[src/rtl/multicycle_controller.sv]
// -----------------------------------------------------------------------------
// multicycle_controller
//   Main control FSM of the multicycle RV32I core. Decodes the opcode held in
//   the instruction register and sequences fetch / decode / execute / memory /
//   writeback. It drives ALUOp into the ALU decoder, plus every datapath mux
//   select and write enable.
//
// Optional feature macro: PERF_INSTRET_EN
//   Defined   : instret is a 32-bit retired-instruction counter (wraps).
//   Undefined : instret is tied to zero and no counter flops exist.
//
// Ports
//   clk        in   system clock, rising edge
//   rst_n      in   asynchronous active-low reset
//   op         in   instr[6:0]
//   funct3     in   instr[14:12]
//   zero       in   ALU zero flag
//   mem_ready  in   memory completes the current access this cycle
//   alu_op     out  00 add, 01 subtract, 10 funct-decoded
//   alu_src_a  out  00 PC, 01 OldPC, 10 rs1
//   alu_src_b  out  00 rs2, 01 imm, 10 constant 4
//   result_src out  00 ALUOut, 01 mem data, 10 ALU result
//   imm_src    out  00 I, 01 S, 10 B, 11 J
//   adr_src    out  0 PC, 1 ALUOut
//   pc_write   out  PC register enable
//   ir_write   out  IR / OldPC enable
//   mem_write  out  data memory write strobe
//   reg_write  out  register file write enable
//   instr_done out  one-cycle retire pulse
//   halted     out  trap indication
//   instret    out  retired-instruction count
// -----------------------------------------------------------------------------
module multicycle_controller #(
  parameter int RESET_STATE_FETCH = 1
) (
  input  logic        clk,
  input  logic        rst_n,
  input  logic [6:0]  op,
  input  logic [2:0]  funct3,
  input  logic        zero,
  input  logic        mem_ready,
  output logic [1:0]  alu_op,
  output logic [1:0]  alu_src_a,
  output logic [1:0]  alu_src_b,
  output logic [1:0]  result_src,
  output logic [1:0]  imm_src,
  output logic        adr_src,
  output logic        pc_write,
  output logic        ir_write,
  output logic        mem_write,
  output logic        reg_write,
  output logic        instr_done,
  output logic        halted,
  output logic [31:0] instret
);

  localparam logic [6:0] OP_LW  = 7'b0000011;
  localparam logic [6:0] OP_SW  = 7'b0100011;
  localparam logic [6:0] OP_R   = 7'b0110011;
  localparam logic [6:0] OP_I   = 7'b0010011;
  localparam logic [6:0] OP_BEQ = 7'b1100011;
  localparam logic [6:0] OP_JAL = 7'b1101111;

  localparam logic [3:0] S_FETCH    = 4'd0;
  localparam logic [3:0] S_DECODE   = 4'd1;
  localparam logic [3:0] S_MEMADR   = 4'd2;
  localparam logic [3:0] S_MEMREAD  = 4'd3;
  localparam logic [3:0] S_MEMWB    = 4'd4;
  localparam logic [3:0] S_MEMWRITE = 4'd5;
  localparam logic [3:0] S_EXECR    = 4'd6;
  localparam logic [3:0] S_EXECI    = 4'd7;
  localparam logic [3:0] S_ALUWB    = 4'd8;
  localparam logic [3:0] S_BEQ      = 4'd9;
  localparam logic [3:0] S_JAL      = 4'd10;
  localparam logic [3:0] S_TRAP     = 4'd11;

  // FETCH is the only legal landing state; the parameter exists for visibility.
  localparam logic [3:0] S_RESET = (RESET_STATE_FETCH == 1) ? S_FETCH : S_FETCH;

  logic [3:0] state_q, state_d;

  // Per-state enables before reset gating.
  logic pc_write_raw, ir_write_raw, mem_write_raw, reg_write_raw;
  logic instr_done_raw, halted_raw;

  // State register.
  always_ff @(posedge clk or negedge rst_n) begin
    if (!rst_n) begin
      state_q <= S_RESET;
    end else begin
      state_q <= state_d;
    end
  end

  // Next-state logic; mem_ready only matters in FETCH, MEMREAD and MEMWRITE.
  always_comb begin
    state_d = state_q;
    case (state_q)
      S_FETCH: begin
        if (mem_ready) state_d = S_DECODE;
        else           state_d = S_FETCH;
      end
      S_DECODE: begin
        case (op)
          OP_LW, OP_SW: state_d = S_MEMADR;
          OP_R:         state_d = S_EXECR;
          OP_I:         state_d = S_EXECI;
          OP_BEQ: begin
            if (funct3 == 3'b000) state_d = S_BEQ;
            else                  state_d = S_TRAP;
          end
          OP_JAL:       state_d = S_JAL;
          default:      state_d = S_TRAP;
        endcase
      end
      S_MEMADR: begin
        if (op == OP_SW) state_d = S_MEMWRITE;
        else             state_d = S_MEMREAD;
      end
      S_MEMREAD: begin
        if (mem_ready) state_d = S_MEMWB;
        else           state_d = S_MEMREAD;
      end
      S_MEMWB:    state_d = S_FETCH;
      S_MEMWRITE: begin
        if (mem_ready) state_d = S_FETCH;
        else           state_d = S_MEMWRITE;
      end
      S_EXECR:    state_d = S_ALUWB;
      S_EXECI:    state_d = S_ALUWB;
      S_ALUWB:    state_d = S_FETCH;
      S_BEQ:      state_d = S_FETCH;
      S_JAL:      state_d = S_ALUWB;
      S_TRAP:     state_d = S_TRAP;
      default:    state_d = S_FETCH;
    endcase
  end

  // Per-state control outputs (Moore, except the mem_ready / zero terms).
  always_comb begin
    alu_op         = 2'b00;
    alu_src_a      = 2'b00;
    alu_src_b      = 2'b00;
    result_src     = 2'b00;
    adr_src        = 1'b0;
    pc_write_raw   = 1'b0;
    ir_write_raw   = 1'b0;
    mem_write_raw  = 1'b0;
    reg_write_raw  = 1'b0;
    instr_done_raw = 1'b0;
    halted_raw     = 1'b0;
    case (state_q)
      S_FETCH: begin
        alu_src_b    = 2'b10;
        result_src   = 2'b10;
        pc_write_raw = mem_ready;
        ir_write_raw = mem_ready;
      end
      S_DECODE: begin
        alu_src_a = 2'b01;
        alu_src_b = 2'b01;
      end
      S_MEMADR: begin
        alu_src_a = 2'b10;
        alu_src_b = 2'b01;
      end
      S_MEMREAD: begin
        adr_src = 1'b1;
      end
      S_MEMWB: begin
        result_src     = 2'b01;
        reg_write_raw  = 1'b1;
        instr_done_raw = 1'b1;
      end
      S_MEMWRITE: begin
        adr_src        = 1'b1;
        mem_write_raw  = 1'b1;
        instr_done_raw = mem_ready;
      end
      S_EXECR: begin
        alu_src_a = 2'b10;
        alu_op    = 2'b10;
      end
      S_EXECI: begin
        alu_src_a = 2'b10;
        alu_src_b = 2'b01;
        alu_op    = 2'b10;
      end
      S_ALUWB: begin
        reg_write_raw  = 1'b1;
        instr_done_raw = 1'b1;
      end
      S_BEQ: begin
        alu_src_a      = 2'b10;
        alu_op         = 2'b01;
        pc_write_raw   = zero;
        instr_done_raw = 1'b1;
      end
      S_JAL: begin
        alu_src_a    = 2'b01;
        alu_src_b    = 2'b10;
        pc_write_raw = 1'b1;
      end
      S_TRAP: begin
        halted_raw = 1'b1;
      end
      default: begin
        alu_src_b  = 2'b10;
        result_src = 2'b10;
      end
    endcase
  end

  // Immediate format follows the opcode directly, independent of state.
  always_comb begin
    case (op)
      OP_LW, OP_I: imm_src = 2'b00;
      OP_SW:       imm_src = 2'b01;
      OP_BEQ:      imm_src = 2'b10;
      OP_JAL:      imm_src = 2'b11;
      default:     imm_src = 2'b00;
    endcase
  end

  // The state flop already sits in FETCH during reset, but FETCH's enables
  // follow mem_ready, so they are masked to keep the datapath quiet.
  assign pc_write   = pc_write_raw   & rst_n;
  assign ir_write   = ir_write_raw   & rst_n;
  assign mem_write  = mem_write_raw  & rst_n;
  assign reg_write  = reg_write_raw  & rst_n;
  assign instr_done = instr_done_raw & rst_n;
  assign halted     = halted_raw     & rst_n;

`ifdef PERF_INSTRET_EN
  logic [31:0] instret_q, instret_d;

  // Retire counter next value; wraps naturally at 32 bits.
  always_comb begin
    if (instr_done) instret_d = instret_q + 32'd1;
    else            instret_d = instret_q;
  end

  // Retire counter register.
  always_ff @(posedge clk or negedge rst_n) begin
    if (!rst_n) begin
      instret_q <= 32'h0000_0000;
    end else begin
      instret_q <= instret_d;
    end
  end

  assign instret = instret_q;
`else
  assign instret = 32'h0000_0000;
`endif

endmodule

[config.mk]
export PLATFORM = sky130hd
export DESIGN_NAME = multicycle_controller
export DESIGN_NICKNAME = d
export VERILOG_FILES = /design/src/rtl/multicycle_controller.sv
export SDC_FILE = /design/constraint.sdc
export NUM_CORES = 1
export LEC_CHECK = 0
export ABC_AREA = 1
export BUFFER_PORTS_ARGS = -buffer_cell sky130_fd_sc_hd__buf_2
export CORE_ASPECT_RATIO = 0.8
export CORE_UTILIZATION = 41
export CTS_CLUSTER_SIZE = 40
export DETAILED_ROUTE_END_ITERATION = 8
export PLACE_DENSITY = 0.88
export SETUP_SLACK_MARGIN = 0.15
export SLEW_MARGIN = 20
export SYNTH_ARGS = -nofsm -noshare
export SYNTH_HDL_FRONTEND = slang
export SYNTH_SLANG_ARGS = --single-unit
[constraint.sdc]
create_clock -name clk -period 1.9 [get_ports clk]
set_clock_uncertainty 0.1 [all_clocks]
set_input_delay 0.095 -clock clk [delete_from_list [all_inputs] [get_ports clk]]
set_output_delay 0.095 -clock clk [all_outputs]
set_load 0.03 [all_outputs]
==> results.toml, run 1 <==
[run_status]
status = "complete, no violations"

[clock_tree]
cts_inserted_buffers = 3
cts_sinks = 4
clockBufferDepth = 2
cts_tree = "yes"
clk_latency_ns = 0.24
htree_levels = 1
cts_setup_buffers = 0
root_buffer = "clkbuf_4"
clk_pin_slew_ns = 0.04

[finish]
largest_reg_flops = 4
multi_input_area_um2 = 485
max_flop_register = "state_q"
area_growth_pct = 13.1
antenna_cells = 0
drive_gt1_frac = 0.291
final_nets = 181
num-fill-cells = 177
final_cell_mix = "32 x nand2_1, 32 x conb_1, 30 x buf_2"
reg_top3 = "state_q (4)"
seqCellArea_um2 = 101
instances_no_fill = 187

[min_path]
hp-class = "in2reg"

[drt]
drc = 0
viasPerCell = 4.41
wl_per_cell_um = 8.67
ant_nets = 0
drtPass1Iterations = 4
routed_wl_um = 1620
drtIter0Drc = 37
vias = 825

[place]
place_ws_ns = 0.431
dp.cells = 183
io_buffers = 30
gp_congestion = 0.922
hpwl_um = 1350

[setup_path]
r2r_slack_ns = 0.63
critPathCaptureType = "output pin"
r2r_end = "state_q[0]"
crit_path_max_fanout = 4
r2r_cells = 7
crit_end = "instr_done"
cp-start-kind = "flip-flop"
crit_arrival_ns = 1.47
required_ns = 1.70
crit_start = "state_q[2]"
r2r-start = "state_q[2]"
path_class = "reg2out"

[pwr]
p_per_area_nw_per_um2 = 360
leakagePower_uw = 0.000588
p_sw_frac = 0.449
p_clk_frac = 0.337
p_sw_uw = 141
p_int_uw = 173
combPwrFrac = 0.390
vdd_drop_max_mv = 0.186
p_seq_frac = 0.273

[sta]
slew_viol_final = 0
max_freq_mhz = 601
final.setup.tns_ns = 0
grt_setup_unrepaired = "false"
period_share = 0.875
layout_setup_ws_ns = 0.237
fin_crit_ns = 1.66
setup_viol = 0
hold_viol_final = 0

[floorplanning]
initial_core_util = 0.456
io_pins = 63
die_w_um = 50.5
row_count = 13
die_y_um = 40.8
core_um2 = 1690
die_area_um2 = 2060

[global_routing]
grt_overflow = 0
grt_pass1_wl_um = 2530
grt_pass1_vias = 611
track_usage = 0.166
antenna_found_initial = 0
grt_start_max_net_pins = 7

[synthesis]
avgSynthCellArea_um2 = 5.84
synth_cell_types = 21
ys_seq_area_frac = 0.130
synthCells = 132
ys.warnings.count = 0
synth_edf_count = 0
synth-async-reset-ratio = 1.00
synth_area_um2 = 771
ys_ff_latch = 4
synth_ff_type = "dfrtp_1"

[job]
maxCapViolCount = 0
## repair_timing
item / 4_1_cts / 5_1_grt
hold buffers: 1 / 0
setup endpoints to repair: 0 / 6
gates resized for setup: 0 / 3
hold endpoints to repair: 4 / 0
## metrics by stage
| stage | total power [µW] | area [µm²] | hold slack [ns] | utilization |
|---|---|---|---|---|
| after floorplan | 236 | 893 | -0.301 | - |
| after global placement | 206 | 831 | -0.190 | 0.491 |
| after detailed placement | 206 | 831 | -0.190 | 0.491 |
| after CTS | 316 | 863 | 0.0747 | 0.510 |
| after global routing | 339 | 872 | 0.0964 | 0.516 |
| final | 314 | 872 | 0.0906 | 0.516 |
## synthesized netlist by cell type (3+ instances only)
master,count,area share
buf_4,32,0.31
nor2_2,3,0.024
inv_2,5,0.024
a21oi_1,4,0.026
nor2_1,14,0.068
nor3_1,3,0.019
inv_1,15,0.073
nand2_1,32,0.16
dfrtp_1,4,0.13
nand3_1,9,0.058
## worst min path at each step
stage | start | to | cells after the start
global placement | rst_n | state_q[3] | 1
global route | rst_n | state_q[2] | 2
detailed placement | rst_n | state_q[3] | 1
CTS | funct3[2] | state_q[1] | 5
finish | op[4] | state_q[2] | 3
floorplan | rst_n | state_q[0] | 0
## power by group through the flow
stage                     clock (µW)  combinational (µW)  sequential, µW
after floorplan                    0                 149            86.8
after global placement             0                 119            86.7
after detailed placement           0                 119            86.7
after CTS                        110                 121            85.7
after global routing             122                 132            85.5
final                            106                 122            85.7
## cell families (layout without fill, tap and decap cells)
family,count (synthesis),after routing,synth area share
simple gates,66,66,0.382
other cells,1,32,0.00487
flops,4,4,0.130
buf+inv,52,54,0.409
compound gates,9,9,0.0747
## worst max-delay path, stage by stage (launching register included)
cell and delay (ns):
dfrtp_1 0.45, inv_1 0.09, nor2_1 0.15, nand2_1 0.07, inv_1 0.08, a21oi_1 0.04
a21oi_1 0.14, buf_2 0.22
## final cells by class
type,instances,area share
well taps,22,0.0316
repair buffers,31,0.184
clock buffers,3,0.0258
multi-input cells,107,0.557
inverters,20,0.0861
flip-flops and latches,4,0.116
## routing by layer
| metal | vias to the layer above | part of all wire | GRT usage |
|---|---|---|---|
| li1 | 408 | - | - |
| met1 | 368 | 0.42 | 0.194 |
| met2 | 46 | 0.50 | 0.323 |
| met3 | 3 | 0.073 | 0.0222 |
| met4 | 0 | 0.0086 | 0.0625 |
| met5 | - | 0 | 0 |
No activity file was read; power rests on OpenSTA's default activity.
==> run 2: changes to the inputs <==
--- a/config.mk
+++ b/config.mk
@@ -11,6 +11,7 @@
 export CORE_UTILIZATION = 41
 export CTS_CLUSTER_SIZE = 40
 export DETAILED_ROUTE_END_ITERATION = 8
+export GPL_TIMING_DRIVEN = 0
 export PLACE_DENSITY = 0.88
 export SETUP_SLACK_MARGIN = 0.15
 export SLEW_MARGIN = 20
==> run 2 against run 1 <==
Against the previous run:
- worst setup slack worse by 0.057 ns
- critical endpoint unchanged
- register-to-register slack worse by 0.04 ns
- critical path depth down 1
- clock power about the same
- cell count up 17%
- sequential power about the same
- flip-flop and latch count unchanged
- total power up 17%
- combinational power up 43%
- sequential share of layout area down 2.6 points
- maximum frequency down 3.3%
- worst hold slack worse by 0.018 ns
==> results.toml, run 2 (synthesis results as in run 1) <==
[place]
gp_congestion = 0.918
placed_cell_area_um2 = 1070
hpwl_um = 1670
dp.cells = 215
place_ws_ns = 0.443
io_buffers = 30

[setup_path]
path_class = "reg2out"
cpPeakStageDelay_ns = 0.42
critPathCaptureType = "output pin"
crit_arrival_ns = 1.53
crit_path_max_fanout = 4
cp-start-kind = "flip-flop"
worst-path-buf-inv = 2
slowest_stage = "dfrtp_1"
required_ns = 1.70
critPathTopFamily = "flip-flops"
path_cells = "inv_2 -> nand2_4 -> nor2_2 -> nand2_1 -> a21oi_1 -> buf_2"

[job]
maxCapViolCount = 0

[clock_tree]
root_buffer = "clkbuf_4"
cts_tree = "yes"
clk_latency_ns = 0.24
cts_sinks = 4
cts_inserted_buffers = 3
clockBufferDepth = 2
cts_setup_buffers = 0
clk_pin_slew_ns = 0.04
htree_levels = 1

[sta]
final.setup.tns_ns = 0
setup_viol = 0
fin_crit_ns = 1.72
hold_viol_final = 0
layout_setup_ws_ns = 0.179
slew_viol_final = 0
max_freq_mhz = 581
period_share = 0.906
grt_setup_unrepaired = "true"

[pwr]
p_clk_frac = 0.290
p_sw_uw = 151
p_int_uw = 217
vdd_drop_max_mv = 0.286
p_seq_frac = 0.233
p_per_area_nw_per_um2 = 328
combPwrFrac = 0.477
leakagePower_uw = 0.000763
p_sw_frac = 0.410

[drt]
wl_per_cell_um = 9.14
vias = 950
ant_nets = 0
viasPerCell = 4.34
drtIter0Drc = 24
drtPass1Iterations = 4
drc = 0
routed_wl_um = 2000

[floorplanning]
initial_core_util = 0.456
row_count = 13
die_y_um = 40.8
die_w_um = 50.5
core_um2 = 1690
io_pins = 63
die_area_um2 = 2060

[finish]
max_flop_register = "state_q"
drive_gt1_frac = 0.416
reg_top3 = "state_q (4)"
final_nets = 213
num-fill-cells = 150
largest_reg_flops = 4
final_cell_mix = "32 x nand2_1, 32 x buf_4, 32 x conb_1"
area_growth_pct = 45.5
stdcell_area_um2 = 1120
antenna_cells = 0
instances_no_fill = 219

[min_path]
hp-class = "in2reg"

[global_routing]
grt_start_max_net_pins = 7
grt_pass1_vias = 842
track_usage = 0.202
antenna_found_initial = 0
grt_pass1_wl_um = 3040
grt_overflow = 0

[run_status]
status = "complete, no violations"
## run 2: timing repair
item | CTS | global route
hold buffers | 1 | 0
gates resized for setup | 0 | 6
endpoints found under the hold margin | 4 | 0
endpoints found under the setup margin | 0 | 5
## run 2: power by group through the flow
stage / Sequential (µW) / Combinational (µW) / Clock (µW)
floorplan: 86.8 / 149 / 0
global placement: 86.7 / 169 / 0
detailed placement: 86.7 / 171 / 0
CTS: 85.7 / 172 / 109
global route: 85.5 / 190 / 118
finish: 85.7 / 175 / 107
## run 2: stage by stage
stage	util	hold slack, ns	total power [µW]
CTS	0.652	0.0675	367
global route	0.663	0.0903	393
global placement	0.633	-0.191	256
floorplan	-	-0.301	236
detailed placement	0.633	-0.182	258
finish	0.663	0.0723	368
## run 2: layout make-up
type / instances / area [µm²] / area share
clock buffers: 3 / 22.5 / 0.0201
repair buffers: 31 / 163 / 0.145
inverters: 20 / 75.1 / 0.0670
plain buffers: 32 / 240 / 0.214
flip-flops and latches: 4 / 101 / 0.0904
multi-input cells: 107 / 492 / 0.439
well taps: 22 / 27.5 / 0.0246
## run 2: worst reg2reg max path, cell delays in order (launching register included)
cell,delay [ns]
dfrtp_1,0.44
nand2_1,0.15
inv_1,0.11
nand2_1,0.10
nand2_1,0.08
nor2_1,0.11
nand3_1,0.09
## run 2: layer usage
metal	part of all wire	vias up	global-route usage
met5	0	-	0
met4	0.017	0	0.160
met3	0.097	4	0.0259
met2	0.52	61	0.427
met1	0.36	409	0.187
li1	-	476	-
## run 2: worst paths after layout
kind                       startpoint          to  slack [ns]  cells after the start
min in group asynchronous       rst_n  state_q[0]        0.10                      2
setup / recovery           state_q[1]  instr_done        0.18                      6
setup reg to reg           state_q[0]  state_q[0]        0.59                      6
hold / removal                  op[4]  state_q[2]        0.07                      3
max in group asynchronous       rst_n  state_q[3]        1.44                      2
hold reg to reg            state_q[1]  state_q[3]        0.60                      2
==> run 3: changes to the inputs <==
==> constraint.sdc (replaced) <==
create_clock -name clk -period 1.9 [get_ports clk]
set_clock_uncertainty 0.1 [all_clocks]
set_input_delay 0.19 -clock clk [delete_from_list [all_inputs] [get_ports clk]]
set_output_delay 0.19 -clock clk [all_outputs]
set_load 0.03 [all_outputs]
==> run 3 against run 2 <==
Against the previous run:
- critical path depth is 1 lower
- utilization rose by 4.9 points
- design area increased by 7.4%
- sequential share of layout area shrank 0.41 points
==> results.toml, run 3 (synthesis results as in run 1) <==
[run_status]
status = "complete, no violations"

[global_routing]
grt_start_max_net_pins = 7
grt_pass1_wl_um = 2860
track_usage = 0.191
antenna_found_initial = 0
grt_pass1_vias = 768
grt_overflow = 0

[drt]
wl_met1_um = 770
routed_wl_um = 2040
drtPass1Iterations = 4
vias = 940
viasPerCell = 4.22
wl_per_cell_um = 9.13
dr_wl_met3_um = 137
dr_wl_met2_um = 1070
ant_nets = 0
top_layer = "met4"
drtIter0Drc = 19
drc = 0

[place]
hpwl_um = 1650
io_buffers = 30
gp_congestion = 0.919
place_ws_ns = 0.344

[setup_path]
crit_arrival_ns = 1.45
crit_path_max_fanout = 4
r2r_slack_ns = 0.68
cp-start-kind = "flip-flop"
required_ns = 1.61
path_class = "reg2out"
critPathCaptureType = "output pin"

[floorplanning]
io_pins = 63
row_count = 13
core_um2 = 1690
die_area_um2 = 2060
die_y_um = 40.8
die_w_um = 50.5
initial_core_util = 0.456

[pwr]
vdd_drop_max_mv = 0.247
p_int_uw = 217
combPwrFrac = 0.481
p_sw_uw = 150
p_per_area_nw_per_um2 = 305
p_seq_frac = 0.233
leakagePower_uw = 0.000795
p_clk_frac = 0.286
p_total_uw = 367
p_sw_frac = 0.409

[finish]
drive_gt1_frac = 0.473
final_nets = 217
reg_top3 = "state_q (4)"
area_growth_pct = 56.2
max_flop_register = "state_q"
final_common_cell = "buf_4"
antenna_cells = 0
final_util = 0.712
num-fill-cells = 146
final_cell_mix = "37 x buf_4, 32 x conb_1, 30 x nand2_1"
largest_reg_flops = 4

[clock_tree]
root_buffer = "clkbuf_4"
cts_sinks = 4
clk_pin_slew_ns = 0.04
clk_latency_ns = 0.23
htree_levels = 1
clockBufferDepth = 2
cts_inserted_buffers = 3
cts_tree = "yes"

[job]
maxCapViolCount = 0

[sta]
final.setup.tns_ns = 0
slew_viol_final = 0
period_share = 0.917
fin_crit_ns = 1.74
grt_setup_unrepaired = "true"
hold_viol_final = 0
setup_viol = 0
fin_hold_ws_ns = 0.170
max_freq_mhz = 574
layout_setup_ws_ns = 0.158

[min_path]
hp-class = "in2reg"
## run 3: cell count changes in the layout (fill, tap and decap cells not counted), moves of 2 or more
cell / previous run / this run
nand2_1: 32 / 30
dfrtp_2: 1 / 3
buf_2: 29 / 26
inv_2: 5 / 7
buf_4: 32 / 37
buf_6: 0 / 3
inv_1: 15 / 13
dfrtp_1: 3 / 1
nor2_4: 2 / 4
## run 3: cell type report
type / count / area, µm² / area share
tap: 22 / 27.5 / 0.0229
buffer: 32 / 240 / 0.200
timing repair buffer: 35 / 211 / 0.176
multi-input combinational: 107 / 523 / 0.435
clock buffer: 3 / 22.5 / 0.0187
inverter: 20 / 75.1 / 0.0624
sequential: 4 / 104 / 0.0863
## run 3: worst paths after layout
| path | end | cells after the start | from |
|---|---|---|---|
| max reg2reg | state_q[0] | 6 | state_q[0] |
| min | state_q[2] | 3 | op[4] |
| min reg2reg | state_q[3] | 3 | state_q[3] |
| max in group asynchronous | state_q[2] | 2 | rst_n |
| min in group asynchronous | state_q[1] | 2 | rst_n |
| max | alu_src_a[1] | 5 | state_q[1] |
## run 3: what timing repair did
action	4_1_cts	5_1_grt
resized for setup	5	21
endpoints found under the hold margin	4	0
hold buffers	1	0
setup buffers	1	3
endpoints found under the setup margin	6	8
pin swaps	0	2
## run 3: stage by stage
stage	cells	instance area, µm²
floorplan	163	896
global placement	215	1070
detailed placement	215	1070
CTS	220	1130
global route	223	1200
finish	223	1200
## run 3: power groups by stage
| stage | logic [µW] | registers (µW) | clock network (µW) |
|---|---|---|---|
| global route | 190 | 85.5 | 116 |
| detailed placement | 171 | 86.7 | 0 |
| global placement | 169 | 86.7 | 0 |
| floorplan | 149 | 86.8 | 0 |
| finish | 177 | 85.6 | 105 |
| CTS | 173 | 85.7 | 110 |
## run 3: critical path, cell delays in order (launching register included)
cell	delay (ns)
dfrtp_1	0.42
inv_2	0.10
nand2_4	0.12
nor2_4	0.06
or3_4	0.36
buf_6	0.15
## run 3: per-layer routing
metal | track usage | vias to the layer above
li1 | - | 481
met1 | 0.192 | 400
met2 | 0.393 | 53
met3 | 0.0222 | 6
met4 | 0.132 | 0
met5 | 0 | -
